`src/rtl/mem_bus_arbiter_pkg.sv`:
```
// mem_bus_arbiter_pkg: shared widths, FSM/owner enums and latched request type for the memory bus arbiter
package mem_bus_arbiter_pkg;
  localparam int ADDR_W = 64;
  localparam int DATA_W = 64;
  localparam int STRB_W = DATA_W / 8;
  localparam int SIZE_W = 3;
  localparam logic [SIZE_W-1:0] MSIZE_WORD = 3'd2;
  typedef enum logic [1:0] {IDLE, BUSY, RESP} arb_state_t;
  typedef enum logic {OWN_I, OWN_D} arb_owner_t;
  typedef struct packed {
    logic              is_write;
    logic [ADDR_W-1:0] addr;
    logic [SIZE_W-1:0] size;
    logic [STRB_W-1:0] strobe;
    logic [DATA_W-1:0] wdata;
  } arb_req_t;
endpackage

```
`src/rtl/mem_bus_arbiter_arb_pick.sv`:
```
// arb_pick: combinational ibus/dbus chooser; ARB_ROUND_ROBIN_EN selects alternating grants on contention
module arb_pick
  import mem_bus_arbiter_pkg::*;
(
  input  logic       i_valid,
  input  logic       d_valid,
  input  arb_owner_t last_owner,
  output logic       grant,
  output arb_owner_t owner
);
  assign grant = i_valid | d_valid;
`ifdef ARB_ROUND_ROBIN_EN
  // on contention hand the port to whoever did not have it last
  always_comb owner = (i_valid & d_valid) ? ((last_owner == OWN_D) ? OWN_I : OWN_D) : (d_valid ? OWN_D : OWN_I);
`else
  logic unused_last;
  assign unused_last = last_owner;
  // dbus always wins so the memory stage is never starved
  always_comb owner = d_valid ? OWN_D : OWN_I;
`endif
endmodule

```
`src/rtl/mem_bus_arbiter.sv`:
```
// mem_bus_arbiter: shares one single-beat memory port between ibus and dbus; ARB_ROUND_ROBIN_EN enables round-robin
module mem_bus_arbiter
  import mem_bus_arbiter_pkg::*;
#(
  parameter int ADDR_W = 64,
  parameter int DATA_W = 64,
  parameter int STRB_W = DATA_W / 8,
  parameter int SIZE_W = 3
) (
  input  logic              clk,
  input  logic              reset,
  input  logic              i_valid,
  input  logic [ADDR_W-1:0] i_addr,
  output logic              i_data_ok,
  output logic [31:0]       i_data,
  input  logic              d_valid,
  input  logic [ADDR_W-1:0] d_addr,
  input  logic [SIZE_W-1:0] d_size,
  input  logic [STRB_W-1:0] d_strobe,
  input  logic [DATA_W-1:0] d_wdata,
  output logic              d_data_ok,
  output logic [DATA_W-1:0] d_rdata,
  output logic              c_valid,
  output logic              c_is_write,
  output logic [ADDR_W-1:0] c_addr,
  output logic [SIZE_W-1:0] c_size,
  output logic [STRB_W-1:0] c_strobe,
  output logic [DATA_W-1:0] c_wdata,
  input  logic              c_ready,
  input  logic [DATA_W-1:0] c_rdata
);
  arb_state_t  state_q, state_d;
  arb_owner_t  owner_q, owner_d, pick_owner, last_owner;
  arb_req_t    req_q, req_d;
  logic [31:0]       i_data_q, i_data_d;
  logic [DATA_W-1:0] d_rdata_q, d_rdata_d;
  logic              grant;

  arb_pick u_pick (
    .i_valid    (i_valid),
    .d_valid    (d_valid),
    .last_owner (last_owner),
    .grant      (grant),
    .owner      (pick_owner)
  );

`ifdef ARB_ROUND_ROBIN_EN
  arb_owner_t last_q, last_d;
  assign last_owner = last_q;
  // remember the owner of every grant for the next contention
  always_comb last_d = (state_q == IDLE && grant) ? pick_owner : last_q;
  // last-owner register starts at ibus so the first contention goes to dbus
  always_ff @(posedge clk or negedge reset)
    if (!reset) last_q <= OWN_I;
    else last_q <= last_d;
`else
  assign last_owner = OWN_I;
`endif

  // FSM next state, request latch at grant, read data capture on c_ready
  always_comb begin
    state_d   = state_q;
    owner_d   = owner_q;
    req_d     = req_q;
    i_data_d  = i_data_q;
    d_rdata_d = d_rdata_q;
    case (state_q)
      IDLE: if (grant) begin
        state_d = BUSY;
        owner_d = pick_owner;
        if (pick_owner == OWN_D) begin
          req_d.is_write = |d_strobe;
          req_d.addr     = d_addr;
          req_d.size     = d_size;
          req_d.strobe   = d_strobe;
          req_d.wdata    = d_wdata;
        end else begin
          req_d.is_write = 1'b0;
          req_d.addr     = i_addr;
          req_d.size     = MSIZE_WORD;
          req_d.strobe   = '0;
          req_d.wdata    = '0;
        end
      end
      BUSY: if (c_ready) begin
        state_d = RESP;
        if (owner_q == OWN_I) i_data_d = req_q.addr[2] ? c_rdata[63:32] : c_rdata[31:0];
        else d_rdata_d = c_rdata;
      end
      default: state_d = IDLE;
    endcase
  end

  // state, owner, latch and response registers; reset abandons any in-flight transaction
  always_ff @(posedge clk or negedge reset)
    if (!reset) begin
      state_q   <= IDLE;
      owner_q   <= OWN_I;
      req_q     <= '0;
      i_data_q  <= '0;
      d_rdata_q <= '0;
    end else begin
      state_q   <= state_d;
      owner_q   <= owner_d;
      req_q     <= req_d;
      i_data_q  <= i_data_d;
      d_rdata_q <= d_rdata_d;
    end

  assign c_valid    = state_q == BUSY;
  assign c_is_write = req_q.is_write;
  assign c_addr     = req_q.addr;
  assign c_size     = req_q.size;
  assign c_strobe   = req_q.strobe;
  assign c_wdata    = req_q.wdata;
  assign i_data_ok  = state_q == RESP && owner_q == OWN_I;
  assign d_data_ok  = state_q == RESP && owner_q == OWN_D;
  assign i_data     = i_data_q;
  assign d_rdata    = d_rdata_q;
endmodule
```
`config.mk`:
```
export PLATFORM = sky130hd
export DESIGN_NAME = mem_bus_arbiter
export DESIGN_NICKNAME = d
export VERILOG_FILES = /design/src/rtl/mem_bus_arbiter_pkg.sv /design/src/rtl/mem_bus_arbiter_arb_pick.sv /design/src/rtl/mem_bus_arbiter.sv
export SDC_FILE = /design/constraint.sdc
export NUM_CORES = 1
export LEC_CHECK = 0
export CAP_MARGIN = 20
export CELL_PAD_IN_SITES_DETAIL_PLACEMENT = 0
export CELL_PAD_IN_SITES_GLOBAL_PLACEMENT = 2
export CORE_MARGIN = 5
export CORE_UTILIZATION = 25
export CTS_CLUSTER_SIZE = 20
export DETAILED_ROUTE_END_ITERATION = 10
export PLACE_DENSITY = 0.87
export SLEW_MARGIN = 15
export SYNTH_ARGS = -nofsm -noshare
export SYNTH_HDL_FRONTEND = slang
export SYNTH_SLANG_ARGS = --single-unit
```
`constraint.sdc`:
```
create_clock -name clk -period 1.87 [get_ports clk]
set_clock_uncertainty 0.15 [all_clocks]
set_input_delay 0.2805 -clock clk [delete_from_list [all_inputs] [get_ports clk]]
set_output_delay 0.2805 -clock clk [all_outputs]
set_load 0.005 [all_outputs]
```
Yosys cells after proc, flatten, opt, wreduce, memory -nomap -nowiden
Index checks and enable logic that the tools add are counted.

word-level totals
  bits in registers = 239
  memory bits (writable) = 0
  bits in latches = 0
  memory bits (read-only) = 0
  input bits = 272
  output and inout bits = 239
  memories kept = 0

operators by class
  eq/ne operators = 4
  magnitude comparators = 0
  bitwise logic cells = 2
  reductions and logical operators = 8
  div/mod/pow operators = 0
  shift-type cells = 0
  add/subtract/negate cells = 0
  muxes and demuxes = 6
  multipliers = 0

operators with widths
  cell                                                                      number
  140-bit two-way mux                                                       1
  32-bit two-way mux                                                        1
  8-bit OR reduction                                                        1
  3-bit AND reduction                                                       2
  2-bit two-way mux                                                         2
  2-bit case mux with 2 select lines                                        1
  2-bit AND reduction                                                       2
  2-bit by 1-bit == test with 1-bit output (second input constant)          1
  2-bit == test (second input constant)                                     1
  1-bit logical AND                                                         2
  2-bit zero test                                                           1
  2-bit by 1-bit inequality test with 1-bit output (second input constant)  1
  2-bit inequality test (second input constant)                             1
  1-bit two-way mux                                                         1
  1-bit inverter                                                            1
  1-bit OR                                                                  1

Logic depth before layout (Yosys ltp)
Gate-level depths: netlist of run 1.

  depth in word-level cells = 3
  depth in mapped cells = 6
  mapped depth without buffers = 3

Cells and area by module
Synthesis of run 1 repeated with hierarchy kept, for this count alone.

unflattened totals
  cell total of the unflattened synthesis = 901
  area total of the unflattened synthesis = 9903.2 µm²

modules (own cells, without submodules)
  module           times used  seq. area each (µm²)  cells each  area an instance (µm²)
  mem_bus_arbiter  1           5980.7                899         9889.5
  arb_pick         1           0.0                   2           13.8

Worst setup path after synthesis of run 1
No wires, ideal clock.

  path kind = register -> register
  start = register state_q[1]
  end = register req_q (netlist bit c_addr[0])
  cell stages (with the launch flop) = 6
  library setup time = 0.125 ns
  required time = 1.595 ns
  path slack = 0.272 ns
  arrival = 1.324 ns
  cells stage by stage = dfrtp_1 -> nor2_2 -> o21a_1 -> buf_4 -> buf_6 -> mux2_2

on the way
  word-level cells in the longest chain between the ends = 2

ends and longest elaborated chain
  element                               RTL line                RTL
  start: declaration                    mem_bus_arbiter.sv:32   arb_state_t state_q, state_d;
  start signal: assignment              mem_bus_arbiter.sv:103  state_q <= state_d;
  2-bit zero test                       mem_bus_arbiter.sv:67   case (state_q)
  2-bit AND reduction (no source line)  --
  end signal: assignment                mem_bus_arbiter.sv:105  req_q <= req_d;
  end: declaration                      mem_bus_arbiter.sv:34   arb_req_t req_q, req_d;

Every way passes these cells.
A chain may end at the register's enable or synchronous reset.

Final worst setup path of run 1
  start = register state_q[1]
  end = register req_q (netlist bit c_addr[10])

Same word-level chain as after synthesis.

==> metrics.cfg, run 1 <==
[hold_path]
hp-class = in2async

[pwr]
power_density_mw_per_mm2 = 1570
p_leak_nw = 8.84
p_total_mw = 27.9
ir_drop_mv = 0.707

[detailed_routing]
ant_nets = 0
vias = 7907
routed.top_layer = met4
firstDrtPassIters = 4
post_drt_wl_per_cell_um = 20.6
vias_per_cell = 4.38
drc_errors = 0
wl_met2_mm = 19.3
drt_iter0_drc = 329
totalWireLength_mm = 37.1
wl_met3_mm = 2.88
drt-met1-wl_mm = 14.2

[place]
hpwl_mm = 26.6
placed_cells = 1712
gp_congestion = 0.779
portBuffers = 510
placed_cell_area_sq_mm = 0.0161

[flow_run]
drv_cap = 0

[synthesis]
yosysSeqAreaShare_pct = 58.7
syn-num-nets = 941
synth-seq-cells = 239
syn_inst = 669
syn_avg_cell_area_sq_um = 15.2
synthesis.area_sq_mm = 0.0102
ys.warnings.count = 0
yosysUniqueCellTypes = 27

[critical_path]
slowest_delay_ns = 0.43
crit_slowest_cell = dfrtp_2
rr_worst_depth = 7
required_ns = 2.13
worstPathCellList = buf_12 -> buf_6 -> nor2_4 -> o21a_4 -> buf_12 -> buf_12 -> mux2_4
cp_data_arrival_time_ns = 2.19
end_kind = flop
critical_path_class = reg2reg
cp_max_fo = 12
start_kind = flop
crit_top_cell = buf_12

[floorplanning]
coreArea_sq_mm = 0.0406
rows = 74
start_util_pct = 25.1
ios = 511
dieArea_sq_mm = 0.0449
die_height_um = 212
die_w_um = 212

[run_status]
outcome = finished with violations
violations = negative setup slack

[sta]
layout_min_cycle_time_ns = 1.93
fmax_mhz = 518
rsz0062_at_grt = yes
hold_viol = 0
finalSetupViolCount = 52
worst_pin_slew_ns = 0.545
drv_slew = 0
fin_crit_sh_pct = 103
worst_slack_ns = -0.0609
relSlewSlack_pct = 63.5

[global_route]
antenna_found_initial = 0
grt_use_total_pct = 14.7
grt.overflow.total = 0
grt_pass1_wl_mm = 52.5
grt_max_degree = 65
grt_pass1_vias = 8721

[final_layout]
multi_input_area_sq_mm = 0.00400
stdcell_area_sq_mm = 0.0178
final_common_cell = clkdlybuf4s50_1
fillers = 3771
fin_cells = 1805
layout-drive-gt1-share_pct = 27.3
nNetsFinal = 1528
mostFrequentLayoutCells = clkdlybuf4s50_1 (286), dfrtp_1 (236), dlygate4sd2_1 (149), mux2_4 (105), mux2_2 (87)
syn2layout_area_growth_pct = 75.0
register_area_sq_mm = 0.00598
n_antenna_cell = 0

[clocking]
clk_pin_slew_worst_paths_ns = 0.06
h-tree-depth = 1
cts_made_buffers = 27
clk_latency_ns = 0.54
cts.path.max_buffers = 3
cts_root_buf = clkbuf_16
cts_tree = built
cts_sinks = 239

metrics by stage:
step                utilization [%]  hold slack [ns]  worst slack (ns)  TNS (ns)
CTS                            42.4           0.0848            -0.101     -4.17
global route                   43.9            0.102            -0.104     -4.83
floorplan                         -           -0.165             0.272         0
global placement               39.7           0.0794           -0.0513     -1.54
finish                         43.9            0.103           -0.0609     -1.74
detailed placement             39.7           0.0875           -0.0774     -3.27
synth_stat cells:
cell type	number	area [sq um]
dfrtp_1	239	5980
mux2_2	132	1490
a22o_1	75	657
mux2_4	60	901
a21oi_1	32	160
mux2i_1	32	320
nor2_1	32	120
buf_2	19	95.1
buf_6	11	124
buf_4	9	67.6
buf_12	6	120
clkbuf_1	3	11.3
and3b_2	2	20.0
inv_1	2	7.51
nand2_1	2	7.51
nor4_1	2	12.5
a21o_1	1	7.51
a2bb2oi_1	1	8.76
and2_1	1	6.26
nand2_8	1	20.0
nor2_2	1	6.26
nor3b_1	1	7.51
nor4bb_1	1	10.0
o21a_1	1	7.51
o21ai_0	1	5.00
o21ai_1	1	5.00
or2b_1	1	7.51
cell type report:
type | instances | share of cell area [%]
timing repair buffer | 605 | 34.8
sequential | 239 | 33.6
multi-input combinational | 381 | 22.5
clock buffer | 36 | 4.32
tap | 532 | 3.74
clock inverter | 10 | 1.02
inverter | 2 | 0.0421
registers in the layout, summed over array words and instances, names as in the netlist:
signal and flops:
c_addr 64, c_is_write 1, c_size 3, c_strobe 8, c_wdata 64, d_rdata 64, i_data 32, owner_q 1
state_q 2
layer usage:
metal | global-route usage [%] | up-vias
met1 | 17.5 | 3935
met4 | 3.47 | 0
met2 | 26.3 | 314
met3 | 4.24 | 53
li1 | - | 3605
met5 | 0 | -
worst max-delay path: cells and delay by family (launching register included):
family / cells / cell delay [ns]
mux: 1 / 0.31
buf+inv: 4 / 0.56
simple gates: 1 / 0.12
flops: 1 / 0.43
compound gates: 1 / 0.21
worst paths after layout:
kind,startpoint,end,slack (ns)
max,state_q[1]$_DFFE_PN0P_,c_addr[10]$_DFFE_PN0P_,-0.06
min,reset,i_data[8]$_DFFE_PN0P_,0.10
max reg2reg,state_q[1]$_DFFE_PN0P_,c_addr[10]$_DFFE_PN0P_,-0.06
min reg2reg,c_addr[19]$_DFFE_PN0P_,c_addr[19]$_DFFE_PN0P_,0.35
max in group asynchronous,reset,state_q[0]$_DFFE_PN0P_,0.82
min in group clk,d_size[1],c_size[1]$_DFFE_PN0P_,0.13
cell families after synthesis:
logic type / share of synthesized area, %
simple gates: 2.14
mux: 26.6
buf+inv: 4.18
compound gates: 8.36
flops: 58.7
power by group:
group	switching (mW)	internal (mW)	leakage, nW
Combinational	4.77	8.22	5.51
Clock	2.14	3.55	0.466
Sequential	1.45	7.80	2.86
Total	8.36	19.6	8.84
repair_timing:
| action | CTS | global route |
|---|---|---|
| endpoints found under the setup margin | 169 | 219 |
| buffers inserted | 20 | 13 |
| resized for setup | 202 | 104 |
| pin swaps | 7 | 3 |
| cloned | 1 | 13 |
| endpoints found under the hold margin | 239 | 0 |
| hold buffers | 1 | 0 |
Note: power is estimated with default switching activity, not from simulation.
==> run 2, diff against run 1 <==
Settings changed: CORE_ASPECT_RATIO from default to 2, GPL_ROUTABILITY_DRIVEN from default to 0, SETUP_SLACK_MARGIN from default to 0.3.
==> run 2 against run 1 <==
The flow still finishes with violations (negative setup slack). Fmax grew 1.9%. Count of clock-buffer cells in the layout shrank 6. Register-to-register slack gained 0.04 ns. Core utilization shrank 1.3 points. Sequential cell count is the same. Combinational power is essentially flat. Worst setup slack gained 0.035 ns. Die area grew 0.55%. Sequential power grew 1%. Highest routed layer unchanged.
==> metrics.cfg, run 2 (synthesis gave the netlist of run 1 again) <==
[critical_path]
start_kind = flop  ; unchanged
regToRegEndpoint = d_rdata[45]$_DFFE_PN0P_  ; was c_addr[10]$_DFFE_PN0P_
required_ns = 2.13  ; about the same
rr_worst_depth = 6  ; was 7
cp_data_arrival_time_ns = 2.15  ; was 2.19 ns
r2r_start = state_q[1]$_DFFE_PN0P_  ; unchanged
end_kind = flop  ; unchanged
rrSetupSlack_ns = -0.03  ; was -0.06 ns
critical_path_class = reg2reg  ; unchanged
cp_max_fo = 12  ; unchanged

[final_layout]
mostFrequentLayoutCells = clkdlybuf4s50_1 (269), dfrtp_1 (238), buf_2 (208), mux2_4 (103), mux2_2 (89)  ; was clkdlybuf4s50_1 (286), dfrtp_1 (236), dlygate4sd2_1 (149), mux2_4 (105), mux2_2 (87)
layout-drive-gt1-share_pct = 47.9  ; was 27.3%
nNetsFinal = 1544  ; was 1528
finish.utilization_pct = 42.7  ; was 43.9%
syn2layout_area_growth_pct = 69.0  ; was 75.0%
final_common_cell = clkdlybuf4s50_1  ; unchanged
fillers = 3832  ; was 3771
fin_cells = 1819  ; was 1805

[clocking]
cts.path.max_buffers = 3  ; unchanged
clk_latency_ns = 0.52  ; was 0.54 ns
clk_pin_slew_worst_paths_ns = 0.07  ; was 0.06 ns
h-tree-depth = 1  ; unchanged
cts_sinks = 239  ; unchanged
cts_made_buffers = 22  ; was 27
cts_root_buf = clkbuf_16  ; unchanged
cts_tree = built  ; unchanged

[sta]
fmax_mhz = 528  ; was 518 MHz
relSlewSlack_pct = 71.1  ; was 63.5%
rsz0062_at_grt = yes  ; unchanged
finalSetupViolCount = 21  ; was 52
hold_viol = 0  ; unchanged
worst_slack_ns = -0.0256  ; was -0.0609 ns
fin_crit_sh_pct = 101  ; was 103%
hold_slack_ns = 0.121  ; was 0.103 ns
worst_pin_slew_ns = 0.433  ; was 0.545 ns
layout_min_cycle_time_ns = 1.90  ; was 1.93 ns
drv_slew = 0  ; unchanged

[run_status]
violations = negative setup slack  ; unchanged
outcome = finished with violations  ; unchanged

[floorplanning]
die_w_um = 153  ; was 212 um
coreArea_sq_mm = 0.0403  ; was 0.0406 sq mm
die_height_um = 295  ; was 212 um
start_util_pct = 25.2  ; was 25.1%
dieArea_sq_mm = 0.0451  ; was 0.0449 sq mm
rows = 104  ; was 74
ios = 511  ; unchanged

[detailed_routing]
vias = 8104  ; was 7907
vias_per_cell = 4.46  ; was 4.38
drc_errors = 0  ; unchanged
ant_nets = 0  ; unchanged
totalWireLength_mm = 41.1  ; was 37.1 mm
firstDrtPassIters = 4  ; unchanged
drt_iter0_drc = 219  ; was 329
post_drt_wl_per_cell_um = 22.6  ; was 20.6 um

[pwr]
power_switching_mw = 8.89  ; was 8.36 mW
p_total_mw = 27.4  ; was 27.9 mW
p_clk_share_pct = 17.9  ; was 20.4%
p_leak_nw = 8.21  ; was 8.84 nW
ir_drop_mv = 0.688  ; was 0.707 mV
p_int_mw = 18.5  ; was 19.6 mW
p_comb_share_pct = 48.0  ; was 46.5%
p_seq_share_pct = 34.1  ; was 33.1%
swShare_pct = 32.5  ; was 29.9%
power_density_mw_per_mm2 = 1590  ; was 1570 mW/mm^2

[place]
hpwl_mm = 28.6  ; was 26.6 mm
place_ws_ns = -0.122  ; was -0.0774 ns
portBuffers = 510  ; unchanged
placed_cells = 1702  ; was 1712

[global_route]
grt_pass1_vias = 8781  ; was 8721
grt_max_degree = 65  ; unchanged
grt.overflow.total = 0  ; unchanged
grt_pass1_wl_mm = 54.3  ; was 52.5 mm
grt_use_total_pct = 15.5  ; was 14.7%
antenna_found_initial = 2  ; was 0

[flow_run]
drv_cap = 0  ; unchanged

[hold_path]
hp-class = in2async  ; unchanged

-- run 2: what timing repair did --
action                                  CTS  global route
endpoints found under the hold margin   239             0
gates cloned                              0            27
hold buffers                              1             0
endpoints found under the setup margin  475           268
buffers inserted                         43             5
resized for setup                       882           150
pin swaps                                 4             4
-- run 2: critical path, stage by stage (launching register included) --
cell and delay, ns:
dfrtp_1 0.40, buf_6 0.13, buf_6 0.12, and3b_2 0.29, nand2_8 0.14, clkbuf_16 0.23, mux2_4 0.30
-- run 2: worst max path at each step --
stage	from	end	slack (ns)	depth (start not counted)
floorplan	state_q[0]$_DFFE_PN0P_	c_addr[0]$_DFFE_PN0P_	0.30	5
global placement	c_ready	d_rdata[2]$_DFFE_PN0P_	-0.11	5
detailed placement	c_ready	d_rdata[2]$_DFFE_PN0P_	-0.12	5
CTS	state_q[1]$_DFFE_PN0P_	i_data_ok	-0.05	4
global route	state_q[1]$_DFFE_PN0P_	i_data[24]$_DFFE_PN0P_	-0.12	8
finish	state_q[1]$_DFFE_PN0P_	d_rdata[45]$_DFFE_PN0P_	-0.03	6
-- run 2: metrics by stage --
step           TNS, ns  cell area (sq um)
3_5_place_dp     -4.97              16100
2_1_floorplan        0              10200
3_3_place_gp     -3.72              16100
6_report        -0.308              17200
4_1_cts         -0.677              16200
5_1_grt          -9.43              17200
-- run 2: area by class of cell --
cell class	instances	area, sq um	area share (%)
flip-flops and latches	239	5980	34.8
repair buffers	626	5560	32.3
multi-input cells	381	4210	24.5
well taps	530	663	3.85
clock buffers	30	652	3.79
clock inverters	9	125	0.727
inverters	2	7.51	0.0436
diodes	2	5.00	0.0291
-- run 2: power by group through the flow --
stage / clock network, mW / registers [mW] / logic (mW)
6_report: 4.89 / 9.34 / 13.1
5_1_grt: 5.21 / 9.67 / 14.0
4_1_cts: 5.06 / 9.22 / 11.6
3_5_place_dp: 0 / 9.36 / 13.0
3_3_place_gp: 0 / 9.35 / 12.8
2_1_floorplan: 0 / 9.40 / 4.96
-- run 2: per-layer routing --
| metal | wire (um) | GRT usage [%] | share of wire, % | vias to the layer above |
|---|---|---|---|---|
| met1 | 14200 | 15.7 | 35 | 4008 |
| met3 | 2820 | 4.51 | 6.9 | 79 |
| li1 | - | - | - | 3641 |
| met5 | 0 | 0 | 0 | - |
| met2 | 22200 | 29.2 | 54 | 376 |
| met4 | 1860 | 7.29 | 4.5 | 0 |
